### config.mk
export PLATFORM = sky130hd
export DESIGN_NAME = audio_scale_arbiter
export DESIGN_NICKNAME = d
export VERILOG_FILES = /design/src/rtl/audio_scale_pkg.sv /design/src/rtl/audio_widen_stage.sv /design/src/rtl/audio_scale_arbiter.sv
export SDC_FILE = /design/constraint.sdc
export NUM_CORES = 1
export LEC_CHECK = 0
export ABC_AREA = 1
export CORE_MARGIN = 1
export CORE_UTILIZATION = 45
export DETAILED_ROUTE_END_ITERATION = 7
export PLACE_DENSITY_LB_ADDON = 0.05
export SKIP_LAST_GASP = 1
export SYNTH_ARGS = -nofsm -noshare
export SYNTH_HDL_FRONTEND = slang
export SYNTH_HIERARCHICAL = 1
export SYNTH_SLANG_ARGS = --single-unit
### constraint.sdc
create_clock -name clk -period 1.7 [get_ports clk]
set_input_delay 0.34 -clock clk [delete_from_list [all_inputs] [get_ports clk]]
set_output_delay 0.34 -clock clk [all_outputs]
set_load 0.03 [all_outputs]
### src/rtl/audio_scale_pkg.sv
// audio_scale_pkg
//   Shared types and default widths for the audio_scale_arbiter slice.
//   - state_t   : sequencing FSM states (IDLE, CAPTURE, SCALE, OUT)
//   - NCH       : number of requesting channels
//   - *_DEF     : default input width, output width and shift amount
package audio_scale_pkg;
    localparam int NCH       = 2;
    localparam int IN_W_DEF  = 16;
    localparam int OUT_W_DEF = 24;
    localparam int SHIFT_DEF = 8;

    typedef enum logic [1:0] {
        IDLE    = 2'd0,
        CAPTURE = 2'd1,
        SCALE   = 2'd2,
        OUT     = 2'd3
    } state_t;
endpackage

### src/rtl/audio_widen_stage.sv
// audio_widen_stage
//   Registered sign-extend-and-shift. On load, dout takes
//   sign_extend(din, OUT_W) << SHIFT; on clr it returns to 0, otherwise holds.
//   Ports:
//     clk, rst   clock, asynchronous active-high reset (dout -> 0)
//     load       capture the widened din
//     clr        drive dout back to 0 (load wins if both are high)
//     din        IN_W-bit signed sample
//     dout       OUT_W-bit widened sample
module audio_widen_stage #(
    parameter int IN_W  = 16,
    parameter int OUT_W = 24,
    parameter int SHIFT = 8
) (
    input  logic             clk,
    input  logic             rst,
    input  logic             load,
    input  logic             clr,
    input  logic [IN_W-1:0]  din,
    output logic [OUT_W-1:0] dout
);
    logic signed [IN_W-1:0]  din_s;
    logic signed [OUT_W-1:0] ext;

    // Size cast of a signed operand replicates the sign bit.
    assign din_s = din;
    assign ext   = OUT_W'(din_s);

    always_ff @(posedge clk or posedge rst) begin
        if (rst)       dout <= '0;
        else if (load) dout <= ext << SHIFT;
        else if (clr)  dout <= '0;
    end
endmodule

### src/rtl/audio_scale_arbiter.sv
// audio_scale_arbiter
//   Round-robin sharing of one 16->24 bit sign-preserving widening stage
//   between two sample requesters. One sample is in flight at a time and is
//   sequenced IDLE -> CAPTURE -> SCALE -> OUT; every output is registered.
//   Ports:
//     clk, rst             clock, asynchronous active-high reset
//     en                   gates new grants only (in-flight sample completes)
//     in_valid[1:0]        per-channel request
//     in_data0, in_data1   signed samples, channel 0 / 1
//     in_ready[1:0]        one-hot accept strobe, high during CAPTURE
//     out_valid/out_ready  output handshake
//     out_data, out_chan   widened sample (0 when not valid) and its channel
//     busy                 high in any state other than IDLE
//     cnt0, cnt1           per-channel output handshake counters
//   Optional feature: define AUDIO_SCALE_STATS_EN to build cnt0/cnt1.
module audio_scale_arbiter
    import audio_scale_pkg::*;
#(
    parameter int IN_W  = IN_W_DEF,
    parameter int OUT_W = OUT_W_DEF,
    parameter int SHIFT = SHIFT_DEF
) (
    input  logic             clk,
    input  logic             rst,
    input  logic             en,
    input  logic [NCH-1:0]   in_valid,
    input  logic [IN_W-1:0]  in_data0,
    input  logic [IN_W-1:0]  in_data1,
    output logic [NCH-1:0]   in_ready,
    output logic             out_valid,
    input  logic             out_ready,
    output logic [OUT_W-1:0] out_data,
    output logic             out_chan,
    output logic             busy
`ifdef AUDIO_SCALE_STATS_EN
    ,
    output logic [15:0]      cnt0,
    output logic [15:0]      cnt1
`endif
);
    generate
        if (IN_W + SHIFT > OUT_W) begin : g_width_check
            $error("audio_scale_arbiter: IN_W + SHIFT must not exceed OUT_W");
        end
    endgenerate

    state_t          state;
    logic            grant;
    logic            last;
    logic [IN_W-1:0] hold;
    logic            req;
    logic            pick;
    logic            hs;

    assign req  = en && (|in_valid);
    // Tie goes to the channel not served last; a lone request wins outright.
    assign pick = (&in_valid) ? ~last : in_valid[1];
    assign hs   = (state == OUT) && out_valid && out_ready;

    always_ff @(posedge clk or posedge rst) begin
        if (rst) begin
            state     <= IDLE;
            grant     <= 1'b0;
            last      <= 1'b1;
            hold      <= '0;
            in_ready  <= '0;
            out_valid <= 1'b0;
            out_chan  <= 1'b0;
            busy      <= 1'b0;
        end else begin
            case (state)
                IDLE: begin
                    if (req) begin
                        grant    <= pick;
                        in_ready <= NCH'(1) << pick;
                        busy     <= 1'b1;
                        state    <= CAPTURE;
                    end
                end
                CAPTURE: begin
                    hold     <= grant ? in_data1 : in_data0;
                    in_ready <= '0;
                    state    <= SCALE;
                end
                SCALE: begin
                    out_chan  <= grant;
                    out_valid <= 1'b1;
                    state     <= OUT;
                end
                OUT: begin
                    if (out_ready) begin
                        last      <= out_chan;
                        out_valid <= 1'b0;
                        busy      <= 1'b0;
                        state     <= IDLE;
                    end
                end
                default: state <= IDLE;
            endcase
        end
    end

    // Loaded in SCALE so the result appears with out_valid; cleared on the
    // handshake so out_data reads 0 outside OUT.
    audio_widen_stage #(
        .IN_W (IN_W),
        .OUT_W(OUT_W),
        .SHIFT(SHIFT)
    ) u_widen (
        .clk (clk),
        .rst (rst),
        .load(state == SCALE),
        .clr (hs),
        .din (hold),
        .dout(out_data)
    );

`ifdef AUDIO_SCALE_STATS_EN
    always_ff @(posedge clk or posedge rst) begin
        if (rst) begin
            cnt0 <= '0;
            cnt1 <= '0;
        end else if (hs) begin
            if (out_chan) cnt1 <= cnt1 + 16'd1;
            else          cnt0 <= cnt0 + 16'd1;
        end
    end
`endif
endmodule

==> metrics.yaml <==
run_status:
  status: "completed"
finish:
  regArea_mm2: 0.00103
  drive_gt1_frac: 0.0793
  area_delta_synth_final_pct: 35.2
  design_area_mm2: 0.00267
  nNetsFinal: 334
  fill_cells: 372
  antenna_cells: 0
  multi_input_comb_area_um2: 772
  finish.utilization: 0.649
synthesis:
  yosys.area_share.adder: 0.0380
  synthesis.instances: 230
  synth_compound_area_frac: 0.105
  synthXorXnorAreaFrac: 0
  synth_simple_gate_area_frac: 0.232
  synth_area_mm2: 0.00197
  synth_top_family_by_area: "simple AND/OR/NAND/NOR gates"
  yosys_warnings: 6
  ys.flop_type: "dfrtp_1"
  synthTopCellsByCount: "nand2_1 (82), dfrtp_1 (40), o21ai_1 (24), nor2_1 (18), o21ai_0 (15)"
  synth.most_common_cell: "nand2_1"
  synth_edf_count: 0
  synthDistinctLibCells: 24
  async_flop_share: 1.00
  yosys-top-cells-area: "dfrtp_1 (51%), nand2_1 (16%), o21ai_1 (6.1%)"
  avgSynthCellArea_um2: 8.58
  ys_seq_area_frac: 0.520
  synth_area_leader_cell: "dfrtp_1"
  ys_ff_latch: 41
  synth_top_area_share: 0.507
  yosys-mux-area-fraction: 0
setup_path:
  cp_num_buf_inv: 1
  cp_data_required_time_ns: 1.36
  cpMaxStageDelayCell: "clkdlybuf4s50_1"
  cp-end-kind: "output pin"
  crit_arrival_ns: 1.32
  criticalPathCategory: "reg2out"
  cp_max_fo: 2
  slowest_delay_ns: 0.68
  cp-start-kind: "flip-flop"
  critPathTopFamily: "buffers and inverters"
  worstPathCellList: "clkdlybuf4s50_1"
sta:
  skew_ns: 0.00830
  final_max_slew_viol_count: 0
  min_period_ns: 1.66
  hold_slack_ns: 0.377
  final.period_utilization: 0.975
  tightest_slew_ns: 0.694
  setup_viol: 0
  hold_viol_final: 0
  relSlewSlack: 0.537
  fmax_mhz: 604
cts:
  cts_setup_buffers: 0
  clk_path_buf_depth: 2
  clock-root-buffer: "clkbuf_8"
  cts_buffers: 5
  clock_sinks: 41
  cts_tree: "yes"
  clk_pin_slew_ns: 0.08
  clock_latency_ns: 0.29
  cts_max_level: 2
grt:
  grt_util_all_layers: 0.201
  grt_first_pass_wirelength_um: 6750
  grt-ovfl-total: 0
  antenna_found_initial: 0
  grt_pass1_vias: 1459
  grt_max_degree: 26
route:
  detail_route.wl_per_cell_um: 12.3
  drc: 0
  first_iter_violations: 86
  routed_wirelength_um: 4180
  routed_via_density: 4.65
  drtPass1Iterations: 4
  drtAntennaViolNets: 0
  vias: 1582
power_and_ir_drop:
  leakagePower_nw: 1.44
  ir_drop_mv: 0.965
  powerDensity_mw_per_mm2: 1840
placed_design:
  dp_hpwl_um: 3100
  postPlaceCellArea_mm2: 0.00253
  gp_congestion: 0.817
  portBuffers: 58
die:
  io_pins: 67
  coreArea_mm2: 0.00412
  start_util: 0.480
  die_y_um: 68.2
  die_w_um: 68.2
  std_cell_rows: 23
  fp.dieArea_mm2: 0.00466
job:
  cap_violations: 0
worst_hold_path:
  min_path_type: "in2async"
[placed cells by master, fill, tap and decap left out, drive strengths merged, types with 2 or more instances in the layout]
cell	count
conb	8
nand2	84
buf	5
inv	13
dfrtp	40
clkdlybuf4s50	45
or2	2
ha	6
clkbuf	5
dlymetal6s2s	12
nor2	19
o21ai	39
nand3	6
[cells by family after synthesis]
group | Yosys count
and+or+nand+nor | 111
buffers and inverters | 30
AOI/OAI and AO/OA | 41
DFF | 41
other | 1
adders and majority gates | 6
[cell type report]
| cell class | instances | area share |
|---|---|---|
| Clock buffer | 5 | 0.0258 |
| Clock inverter | 2 | 0.0131 |
| Inverter | 13 | 0.0211 |
| Multi-Input combinational cell | 166 | 0.289 |
| Sequential cell | 41 | 0.385 |
| Tap cell | 50 | 0.0234 |
| Timing Repair Buffer | 63 | 0.242 |
[through the flow]
step	worst slack (ns)	std cells	TNS, ns	power (mW)
floorplan	0.385	237	0	3.51
global placement	0.0988	333	0	4.19
detailed placement	0.0753	333	0	4.24
CTS	0.00699	340	0	5.00
global route	-0.0117	340	-0.0117	5.32
finish	0.0431	340	0	4.91
[worst paths after layout]
| check | startpoint | to | slack [ns] | cells past startpoint |
|---|---|---|---|---|
| setup / recovery | out_valid | out_valid | 0.04 | 1 |
| hold reg to reg | u_widen/dout[22] | u_widen/dout[22] | 0.47 | 2 |
| max in group asynchronous | rst | last | 0.97 | 3 |
| min in group clk | u_widen/dout[22] | u_widen/dout[22] | 0.47 | 2 |
| hold / removal | rst | u_widen/dout[19] | 0.38 | 3 |
| setup reg to reg | state[0] | state[0] | 0.24 | 5 |
[per-layer routing]
layer | wire, µm | part of all wire | GRT usage
met5 | 0 | 0 | 0
met2 | 2050 | 0.49 | 0.332
met4 | 53 | 0.013 | 0.0625
met1 | 1880 | 0.45 | 0.254
met3 | 207 | 0.049 | 0.0567
[sequential cells by signal, summed over array words and instances, names as in the netlist]
register,cells
out_valid,1
out_chan,1
last,1
u_widen/dout,16
grant,1
hold,16
in_ready,2
state,2
busy,1
[timing repair]
item,in CTS,in global routing
hold buffers,0,0
gates resized for setup,1,13
endpoints found under the setup margin,1,13
[where the power goes]
part | switching, mW | total [mW] | internal [mW]
combinational | 1.44 | 2.38 | 0.936
clock | 0.320 | 0.747 | 0.427
sequential | 0.331 | 1.79 | 1.46
total | 2.09 | 4.91 | 2.82
[worst min-delay path, delay by kind of cell]
| family | cells | cell delay (ns) |
|---|---|---|
| buf+inv | 3 | 0.71 |
Note: power is estimated with default switching activity, not from simulation.
